## config.mk

```make
export PLATFORM = sky130hd
export DESIGN_NAME = sm_mult_seq
export DESIGN_NICKNAME = d
export VERILOG_FILES = /design/src/rtl/sm_mult_seq.sv
export SDC_FILE = /design/constraint.sdc
export NUM_CORES = 1
export LEC_CHECK = 0
export ABC_AREA = 0
export CAP_MARGIN = 20
export CORE_MARGIN = 8
export CORE_UTILIZATION = 40
export DETAILED_ROUTE_END_ITERATION = 6
export HOLD_SLACK_MARGIN = 0.15
export SLEW_MARGIN = 20
export SYNTH_ARGS = -nofsm -noshare
export SYNTH_HDL_FRONTEND = slang
export SYNTH_SLANG_ARGS = --single-unit
```

## constraint.sdc

```tcl
create_clock -name clk -period 9.6 [get_ports clk]
set_clock_uncertainty 0.05 [all_clocks]
set_input_delay 0.96 -clock clk [delete_from_list [all_inputs] [get_ports clk]]
set_output_delay 0.96 -clock clk [all_outputs]
set_load 0.05 [all_outputs]
```

## src/rtl/sm_mult_seq.sv

```systemverilog
// sm_mult_seq: sequential shift-add sign-magnitude multiplier.
// Operands and result use a valid/ready handshake, and one magnitude bit is processed per clock.
// Optional macro SM_MULT_NEG_ZERO_FIX_EN: when defined, a zero product always gets sign 0 (+0).
module sm_mult_seq #(
    parameter int unsigned W = 8
) (
    input  logic                 clk,
    input  logic                 rst,
    input  logic                 in_valid,
    output logic                 in_ready,
    input  logic [W-1:0]         in1,
    input  logic [W-1:0]         in2,
    output logic                 out_valid,
    input  logic                 out_ready,
    output logic [2*(W-1):0]     out,
    output logic                 busy
);

    localparam int unsigned M  = W - 1;
    localparam int unsigned PW = 2 * M;
    localparam int unsigned OW = PW + 1;
    localparam int unsigned CW = (M > 1) ? $clog2(M) : 1;

    typedef enum logic [1:0] {
        S_IDLE = 2'd0,
        S_CALC = 2'd1,
        S_DONE = 2'd2
    } state_t;

    state_t          r_state;
    state_t          w_state_next;
    logic            w_accept;
    logic            w_last;
    logic            w_sign_in;
    logic [M-1:0]    r_mag_a;
    logic [M-1:0]    r_mag_b;
    logic            r_sign;
    logic [PW-1:0]   r_acc;
    logic [CW-1:0]   r_cnt;
    logic [OW-1:0]   r_out;
    logic [PW-1:0]   w_addend;
    logic [PW-1:0]   w_acc_sum;

    // Product sign; optionally suppress -0 when either magnitude is zero
`ifdef SM_MULT_NEG_ZERO_FIX_EN
    assign w_sign_in = (in1[W-1] ^ in2[W-1]) &
                       (in1[M-1:0] != '0) & (in2[M-1:0] != '0);
`else
    assign w_sign_in = in1[W-1] ^ in2[W-1];
`endif

    // Partial product for the current multiplier bit, added to the running sum
    assign w_addend  = r_mag_b[0] ? (PW'(r_mag_a) << r_cnt) : '0;
    assign w_acc_sum = r_acc + w_addend;

    // Handshake flags are pure state decodes
    assign in_ready  = (r_state == S_IDLE);
    assign out_valid = (r_state == S_DONE);
    assign busy      = (r_state != S_IDLE);
    assign out       = r_out;

    // State register
    always_ff @(posedge clk or posedge rst) begin
        if (rst) begin
            r_state <= S_IDLE;
        end else begin
            r_state <= w_state_next;
        end
    end

    // Next-state logic and datapath strobes
    always_comb begin
        w_state_next = r_state;
        w_accept     = 1'b0;
        w_last       = 1'b0;
        case (r_state)
            S_IDLE: begin
                if (in_valid) begin
                    w_accept     = 1'b1;
                    w_state_next = S_CALC;
                end
            end
            S_CALC: begin
                if (r_cnt == CW'(M - 1)) begin
                    w_last       = 1'b1;
                    w_state_next = S_DONE;
                end
            end
            S_DONE: begin
                if (out_ready) begin
                    w_state_next = S_IDLE;
                end
            end
            default: begin
                w_state_next = S_IDLE;
            end
        endcase
    end

    // Operand latch, shift-add iteration and result capture
    always_ff @(posedge clk or posedge rst) begin
        if (rst) begin
            r_mag_a <= '0;
            r_mag_b <= '0;
            r_sign  <= 1'b0;
            r_acc   <= '0;
            r_cnt   <= '0;
            r_out   <= '0;
        end else if (w_accept) begin
            r_mag_a <= in1[M-1:0];
            r_mag_b <= in2[M-1:0];
            r_sign  <= w_sign_in;
            r_acc   <= '0;
            r_cnt   <= '0;
        end else if (r_state == S_CALC) begin
            r_acc   <= w_acc_sum;
            r_mag_b <= r_mag_b >> 1;
            r_cnt   <= r_cnt + CW'(1);
            if (w_last) begin
                r_out <= {r_sign, w_acc_sum};
            end
        end
    end

endmodule

```

After elaboration in Yosys (flattened, before gate mapping):

Index checks and enable logic that the tools add are counted.

* eq/ne operators: 6
* bitwise operators: 2
* shift-type cells: 1
* $add $sub $neg: 2
* reductions and logical operators: 5
* mux-type cells: 15

Operator list (count)
* $mux 14: 3
* $add 14x14->14: 1
* $mux 7: 2
* $shl 7x3->14: 1
* $mux 2: 3
* $mux 3: 2
* $pmux 2 s3: 1
* $reduce_and 3->1: 2
* $mux 1: 4
* $ne 2x2->1 const B: 2
* $reduce_bool 2->1: 2
* $add 3x1->3 const B: 1
* $eq 3x3->1 const B: 1
* $eq 2x1->1 const B: 1
* $eq 2x2->1 const B: 1
* $logic_not 2->1: 1
* $ne 2x1->1 const B: 1
* $not 1->1: 1
* $xor 1x1->1: 1

* input bits: 20
* word-level logic and storage cells: 38
* register bits: 49
* output and inout bits: 18

Longest topological paths before layout:

Gate-level depths: netlist of the first run.

* depth in word-level cells: 5
* mapped depth: 13
* gate-level depth less buffers: 11

Worst setup path after synthesis of the first run:

Ideal clock, no wire load.

* path type: reg-to-reg
* start point: register r_cnt[1]
* end point: register r_acc[13]
* stages on the path, launching flop included: 14
* buffers on the path: 3
* period minus slack after synthesis: 3.135 ns
* required time: 9.423 ns
* library setup time: 0.127 ns
* data arrival time: 2.959 ns
* slack: 6.465 ns
* cell sequence: dfrtp_1 -> clkbuf_1 -> buf_2 -> mux2_2 -> nor2_1 -> a21oi_1 -> o211a_1 -> ha_1 -> buf_6 -> a21o_4 -> a31o_4 -> a2111oi_4 -> a2111o_1 -> nand3_1

* longest elaborated chain between the ends: 5

RTL lines
* start: declaration: line 39 `logic [CW-1:0] r_cnt;`
* start signal: assignment: line 118 `r_cnt <= r_cnt + CW'(1);`
* $shl 7x3->14: line 53 `assign w_addend = r_mag_b[0] ? (PW'(r_mag_a) << r_cnt) : '0;`
* $mux 14: line 53
* $add 14x14->14: line 54 `assign w_acc_sum = r_acc + w_addend;`
* $mux 14: line 115 `end else if (r_state == S_CALC) begin`
* $mux 14: line 109 `end else if (w_accept) begin`
* end signal: assignment: line 116 `r_acc <= w_acc_sum;`
* end: declaration: line 38 `logic [PW-1:0] r_acc;`

No other way between the ends. The select of a mux whose other input is x is not followed.
A chain may end at the register's enable or synchronous reset.

Worst setup path in the final report of the first run:

* start point: register r_cnt[1]
* end point: register r_acc[11]

The elaborated chain is that of the path after synthesis.

==> impl_metrics.ini, run 1 <==
[outcome]
status = completed

[synthesis]
ys.warnings.count = 0
synth_area_leaders = dfrtp_1 40%, nand2_1 6.3%, ha_1 6.1%, o21ai_0 5.5%, nand3_1 3.9%
synth-edff-count = 0
syn-num-nets = 382
synth_async_sr_flop_share = 1.000
synthFlopType = dfrtp_1
syn_area_um2 = 3099
synth-seq-area-share = 0.3956
synth_area_leader_cell = dfrtp_1
synth_top_area_frac = 0.3956
synth_cells = 346
yosysUniqueCellTypes = 51
ys_ff_latch = 49
avgSynthCellArea_um2 = 8.957

[detailed_routing]
routed-via-count = 2555
routed_via_density = 5.436
wire_per_inst_um = 15.22
ant_nets = 0
drt_iter0_drc = 70
routed_wirelength_mm = 7.155
drcViolationCount = 0
first_pass_iters = 4

[global_routing]
grt_pass1_wl_mm = 12.38
grt_remaining_overflow = 0
grt_start_max_net_pins = 50
grt_pass1_vias = 2542
grt_usage = 0.1345
antenna_found_initial = 0

[layout]
drive_above_1_share = 0.06793
antenna_cells = 0
instances_no_fill = 470
area_growth_pct = 15.99
n_fill_cell = 754
nets = 403

[sta]
drv_slew = 0
rsz0062_at_grt = no
hold_violations = 0
relSlewSlack = 0.2666
fmax_mhz = 299.9
worst_slew_pin_slew_ns = 1.098
finalSetupTns_ns = 0
period_minus_slack_ns = 3.334
hold_slack_ns = 0.4339
setup-violations-final = 0
fin_crit_sh = 0.3473

[placed_design]
io_buffers = 37
dp_hpwl_mm = 5.192
globalplace.congestion = 0.8775
place_inst = 462

[critical_path]
critPathKind = reg -> reg
worst_setup_path_start_kind = register
cp_cell_sequence = mux2i_1, mux2i_1, nor2b_1, a31oi_1, nor2b_1, ha_1, a21o_1, a31oi_1, a21oi_1, o31a_1, o31ai_1
reg2reg_slack_ns = 6.27
regToRegEndpoint = r_acc[11]
worst-path-max-fanout = 16
crit_path_end_kind = register
max_stage_delay_ns = 0.71
r2r_cells = 11
worstPathArrival_ns = 3.50
reg2reg_from = r_cnt[1]
slowest_stage = dfrtp_1
required_ns = 9.77

[clock_network]
numCtsBuffers = 5
clock_latency_ns = 0.31
clock_sinks = 49
post_cts_buffers = 0
cts_root_buf = clkbuf_8
clk_pin_slew_ns = 0.10
clockBufferDepth = 2
cts_resized = 0
postCtsHoldBufs = 0
htree_levels = 2
cts_tree = built

[power]
ir_worst_vdd_v = 0.0001515
leakagePower_nw = 1.558
p_per_area_nw_per_um2 = 341.2

[die]
io_pins = 38
rows = 32
die-area_um2 = 10820
chipHeight_um = 104.0
start_util = 0.4074
core_um2 = 7607
chipWidth_um = 104.0

[worst_hold_path]
min_to = out[7]
holdPathStages = 2
hp-start = out[7]
min_path_type = reg -> reg

[run]
maxCapViolCount = 0
[synth_stat cells, types with 8 or more instances]
master and count:
nand3_1 24, nand4_1 8, o21ai_0 34, ha_1 15, nor2b_1 10, mux2_2 10, dfrtp_1 49, inv_1 8
nand2_1 52, a21oi_1 12, clkbuf_1 16, nor2_1 16
[placed cells by master, fill, tap and decap left out, types with 5 or more instances in the layout]
cell             instances
nor3_1                   5
nand2b_1                 5
mux2_2                  10
a22oi_1                  6
dfrtp_1                 49
inv_1                    7
nand4_1                  8
a21oi_1                 12
o21a_1                   5
nor2b_1                 10
nor2_1                  16
clkdlybuf4s50_1         37
nand3_1                 24
ha_1                    15
clkbuf_8                 5
o21ai_0                 34
nand2_1                 52
mux2i_1                  7
[logic make-up (layout without fill, tap and decap cells)]
| kind of cell | after synthesis | count (layout) | synth area share |
|---|---|---|---|
| XOR/XNOR | 8 | 8 | 0.02261 |
| buffers and inverters | 32 | 54 | 0.04360 |
| adder cells (fa/ha/maj) | 16 | 16 | 0.06702 |
| multiplexers | 17 | 17 | 0.05894 |
| AND/OR/NAND/NOR | 131 | 131 | 0.2019 |
| AO/OA/AOI/OAI | 93 | 93 | 0.2103 |
| flip-flops | 49 | 49 | 0.3956 |
[report_power, final]
part / internal [mW] / switching, mW
Clock: 0.0533 / 0.0793
Sequential: 0.298 / 0.0900
Combinational: 0.277 / 0.429
[area by class of cell]
type	instances	area [um2]	area share
clock buffer	5	68.82	0.01914
clock inverter	3	25.02	0.006961
inverter	8	31.28	0.008702
multi-input combinational	265	1738	0.4835
sequential	49	1226	0.3411
tap	102	127.6	0.03550
timing repair buffer	38	377.9	0.1051
[sequential cells by signal (all words and copies together) (netlist names)]
| signal | count |
|---|---|
| r_state | 2 |
| r_sign | 1 |
| r_acc | 14 |
| r_mag_a | 7 |
| r_mag_b | 7 |
| r_cnt | 3 |
| out | 15 |
[worst max-delay path by stage]
stage / end / start / cells past startpoint / slack (ns)
after floorplan: r_acc[13] / r_cnt[1] / 13 / 6.46
after global placement: r_acc[11] / r_cnt[1] / 11 / 6.30
after detailed placement: r_acc[11] / r_cnt[1] / 11 / 6.31
after CTS: r_acc[11] / r_cnt[1] / 11 / 6.27
after global routing: r_acc[11] / r_cnt[1] / 11 / 5.97
final: r_acc[11] / r_cnt[1] / 11 / 6.27
[through the flow]
stage | power (mW) | util | worst slack, ns | cell area [um2]
finish | 1.227 | 0.4725 | 6.266 | 3595
global route | 1.328 | 0.4725 | 5.966 | 3595
CTS | 1.234 | 0.4724 | 6.268 | 3593
detailed placement | 1.098 | 0.4600 | 6.310 | 3500
global placement | 1.091 | 0.4600 | 6.297 | 3500
floorplan | 0.9269 | - | 6.465 | 3099
[routing by layer]
layer	vias up	global-route usage	wire length, um
met5	-	0	0
li1	1292	-	-
met3	8	0.02478	198
met2	35	0.2172	3287
met1	1220	0.1781	3590
met4	0	0.03930	79
[critical path: cells and delay by family (launching register included)]
| family | cells | cell delay (ns) |
|---|---|---|
| flip-flops | 1 | 0.71 |
| multiplexers | 2 | 0.48 |
| adder cells (fa/ha/maj) | 1 | 0.35 |
| AND/OR/NAND/NOR | 2 | 0.24 |
| AO/OA/AOI/OAI | 6 | 1.40 |
Power figures use the tool's default switching activity.
==> run 2, diff against run 1 <==
- clock period: 9.6 -> 2.7 ns (I/O delays scaled with it)
==> impl_metrics.ini, run 2 (same netlist as run 1, synthesis figures left out) <==
[clock_network]
cts_root_buf = clkbuf_8
clock_sinks = 49
clockBufferDepth = 2
cts_tree = built
numCtsBuffers = 5
clk_pin_slew_ns = 0.10
htree_levels = 2
clock_latency_ns = 0.30

[power]
clkPwrFrac = 0.104
ir_worst_vdd_v = 0.0007392
comb_power_share = 0.642
p_seq_frac = 0.254
p_sw_mw = 2.420
leakagePower_nw = 1.888
switching_share = 0.4541
p_per_area_nw_per_um2 = 1242
intPower_mw = 2.910

[sta]
hold_violations = 0
relSlewSlack = 0.5451
drv_slew = 0
worst_slew_pin_slew_ns = 0.6805
finalSetupTns_ns = -0.2818
rsz0062_at_grt = yes
fin_ws_ns = -0.08252
fin_crit_sh = 1.031
setup-violations-final = 8
period_minus_slack_ns = 2.783
fmax_mhz = 359.4

[placed_design]
globalplace.congestion = 0.8934
io_buffers = 37
place_ws_ns = -0.2273
dp_hpwl_mm = 5.990

[critical_path]
required_ns = 2.87
cpLargestDelayFamily = compound AO/OA/AOI/OAI gates
worstPathArrival_ns = 2.95
cp_cell_sequence = buf_4, mux2i_2, o22a_1, nand2_1, o211a_1, ha_4, a21o_4, a31o_4, o21a_1, o31a_1, o31ai_1
reg2reg_slack_ns = -0.08
worst_setup_path_start_kind = register
crit_buf_inv = 1
max_stage_delay_ns = 0.49
critPathKind = reg -> reg
slowest_stage = dfrtp_2
crit_path_end_kind = register
worst-path-max-fanout = 8

[layout]
drive_above_1_share = 0.2762
antenna_cells = 0
n_fill_cell = 670
nets = 455
mostFrequentLayoutCells = 51 x nand2_1, 50 x buf_4, 47 x dfrtp_1
area_growth_pct = 38.47
largest_reg_flops = 15
layout_commonest_cell = nand2_1

[worst_hold_path]
min_path_type = reg -> reg

[global_routing]
antenna_found_initial = 0
grt_start_max_net_pins = 27
grt_pass1_wl_mm = 13.71
grt_remaining_overflow = 0
grt_pass1_vias = 2827
grt_usage = 0.1510

[detailed_routing]
ant_nets = 0
routed-via-count = 2752
wire_per_inst_um = 15.59
drcViolationCount = 0
routed_wirelength_mm = 8.136
drt_iter0_drc = 128
routed_via_density = 5.272
first_pass_iters = 4

[die]
start_util = 0.4074
io_pins = 38
chipHeight_um = 104.0
rows = 32
chipWidth_um = 104.0
core_um2 = 7607
die-area_um2 = 10820

[outcome]
status = finished with violations
failed_checks = setup timing

[run]
maxCapViolCount = 0
[run 2: changes by cell type in the layout (fill, tap and decap cells not counted), moves of 3 or more]
| cell | delta |
|---|---|
| mux2i_1 | -4 |
| o21ai_0 | -9 |
| ha_2 | +3 |
| buf_4 | +49 |
| ha_1 | -5 |
| a21oi_2 | +3 |
| a21oi_1 | -5 |
| o21ai_1 | +7 |
| mux2i_2 | +3 |
[run 2: area by class of cell]
class                           instances  area [um2]  share of cell area
Tap cell                              102       127.6             0.02974
Inverter                                8       30.03            0.006997
Multi-Input combinational cell        265        2011              0.4685
Sequential cell                        49        1229              0.2863
Clock inverter                          1       30.03            0.006997
Timing Repair Buffer                   90       778.2              0.1813
Clock buffer                            7       86.33             0.02012
[run 2: repair_timing]
item / in CTS / in global routing
gates resized for setup: 13 / 48
hold buffers: 1 / 0
pin swaps: 3 / 7
setup buffers: 4 / 4
setup endpoints to repair: 18 / 18
endpoints found under the hold margin: 9 / 0
[run 2: worst reg2reg max path: cells and delay by family (launching register included)]
kind	cells	cell delay [ns]
AO/OA/AOI/OAI	7	1.56
flip-flops	1	0.49
adder cells (fa/ha/maj)	1	0.21
buffers and inverters	1	0.17
multiplexers	1	0.15
AND/OR/NAND/NOR	1	0.08
[run 2: power by group through the flow]
stage	combinational (mW)	clock, mW	sequential (mW)
detailed placement	2.98	0	1.34
finish	3.42	0.555	1.36
CTS	3.10	0.573	1.33
floorplan	1.78	0	1.56
global route	3.74	0.600	1.40
global placement	2.94	0	1.33
[run 2: layer usage]
metal,wire (um),GRT usage
met4,155,0.03413
met2,4083,0.2709
met1,3587,0.1806
met3,309,0.02974
met5,0,0
[run 2: final timing paths]
kind	from	to	depth (start not counted)
worst max register to register	r_cnt[1]	out[11]	11
worst min register to register	out[0]	out[0]	2
worst max-delay path	r_cnt[1]	out[11]	11
max in group asynchronous	rst	r_acc[13]	4
worst min-delay path	out[0]	out[0]	2
min in group asynchronous	rst	r_mag_a[0]	3
[run 2: through the flow]
step | power, mW | hold WS [ns] | instance area (um2) | std cells | utilization
after floorplan | 3.338 | 0.3066 | 3131 | 346 | -
final | 5.330 | 0.4328 | 4292 | 522 | 0.5641
after global routing | 5.742 | 0.4673 | 4292 | 522 | 0.5641
after detailed placement | 4.326 | 0.4111 | 3835 | 505 | 0.5041
after CTS | 5.002 | 0.4345 | 4043 | 518 | 0.5314
after global placement | 4.278 | 0.4024 | 3835 | 505 | 0.5041
==> run 3, diff against run 2 <==
- REMOVE_ABC_BUFFERS: default -> 1
==> impl_metrics.ini, run 3 (same netlist as run 1, synthesis figures left out) <==
[outcome]
status = finished with violations
failed_checks = setup timing

[critical_path]
critPathKind = reg -> reg
worst_setup_path_start_kind = register
required_ns = 2.87
crit_buf_inv = 1
crit_path_end_kind = register
cp_cell_sequence = buf_6, mux2i_4, o22a_1, nand2_1, o211a_1, ha_4, a21o_4, a31o_4, o21a_1, o31a_1, o31ai_1
max_stage_delay_ns = 0.48
worstPathArrival_ns = 2.96
cpLargestDelayFamily = compound AO/OA/AOI/OAI gates
slowest_stage = dfrtp_2
worst-path-max-fanout = 5

[detailed_routing]
routed_wirelength_mm = 8.151
ant_nets = 0
drt_iter0_drc = 98
routed_via_density = 5.297
routed-via-count = 2786
drcViolationCount = 0
met1_length_mm = 3.796
routed-wl-met2_mm = 4.030
highest_layer = met4
first_pass_iters = 4
wire_per_inst_um = 15.50
wl_met3_um = 239

[sta]
rsz0062_at_grt = yes
fmax_mhz = 359.1
finalSetupTns_ns = -0.2808
period_minus_slack_ns = 2.785
fin_crit_sh = 1.032
relSlewSlack = 0.5840
setup-violations-final = 6
drv_slew = 0
worst_slew_pin_slew_ns = 0.6240
hold_violations = 0
fin_ws_ns = -0.08512
hold_slack_ns = 0.3848

[clock_network]
clock_latency_ns = 0.31
clk_pin_slew_ns = 0.10
cts_tree = built
postCtsHoldBufs = 0
htree_levels = 2
clock_sinks = 49
numCtsBuffers = 5
cts_root_buf = clkbuf_8
clockBufferDepth = 2

[power]
leakagePower_nw = 1.898
total_power_mw = 5.501
p_per_area_nw_per_um2 = 1269
ir_worst_vdd_v = 0.0006517

[layout]
n_fill_cell = 702
instances_no_fill = 526
final_util = 0.5697
nets = 459
mostFrequentLayoutCells = 51 x nand2_1, 51 x buf_4, 47 x dfrtp_1
antenna_cells = 0
largest_reg_flops = 15
area_growth_pct = 39.85
finalInstanceArea_um2 = 4334
drive_above_1_share = 0.2783

[placed_design]
dp_hpwl_mm = 5.902
io_buffers = 37
globalplace.congestion = 0.8898
place_inst = 507
place_ws_ns = -0.1880
place_area_um2 = 3837

[die]
core_um2 = 7607
io_pins = 38
chipWidth_um = 104.0
rows = 32
start_util = 0.4074
die-area_um2 = 10820
chipHeight_um = 104.0

[global_routing]
antenna_found_initial = 0
grt_start_max_net_pins = 50
grt_pass1_wl_mm = 14.03
grt_remaining_overflow = 0
grt_usage = 0.1539
grt_pass1_vias = 2920

[worst_hold_path]
min_path_type = in -> async

[run]
maxCapViolCount = 0
-- run 3: what timing repair did --
item / 4_1_cts / 5_1_grt
setup endpoints to repair: 14 / 17
pin swaps: 8 / 9
setup buffers: 5 / 7
gates resized for setup: 18 / 46
-- run 3: metal layers --
metal,global-route usage,up-vias
met5,0,-
met1,0.1923,1338
met4,0.04343,0
li1,-,1397
met3,0.02726,7
met2,0.2644,44
-- run 3: path summary, 6_finish.rpt --
check                           startpoint          to  cells past startpoint  slack [ns]
worst max register to register    r_cnt[1]   r_acc[11]                     11       -0.09
worst min register to register      r_sign     out[14]                      2        0.43
worst min-delay path                   rst  r_mag_a[6]                      3        0.38
min in group clk                    r_sign     out[14]                      2        0.43
max in group asynchronous              rst    r_cnt[1]                      3        1.78
worst max-delay path              r_cnt[1]   r_acc[11]                     11       -0.09
-- run 3: power by group --
group	internal (mW)	switching [mW]
clock	0.278	0.274
sequential	1.06	0.268
combinational	1.70	1.92
total	3.04	2.46
-- run 3: worst min-delay path, delay by kind of cell --
family / cells / cell delay [ns]
buf+inv: 3 / 0.97
-- run 3: area by class of cell --
class	instances	area (um2)	area share
timing repair buffer	94	832.0	0.1920
clock buffer	5	68.82	0.01588
inverter	8	30.03	0.006928
clock inverter	3	46.29	0.01068
tap	102	127.6	0.02945
sequential	49	1229	0.2835
multi-input combinational	265	2001	0.4616
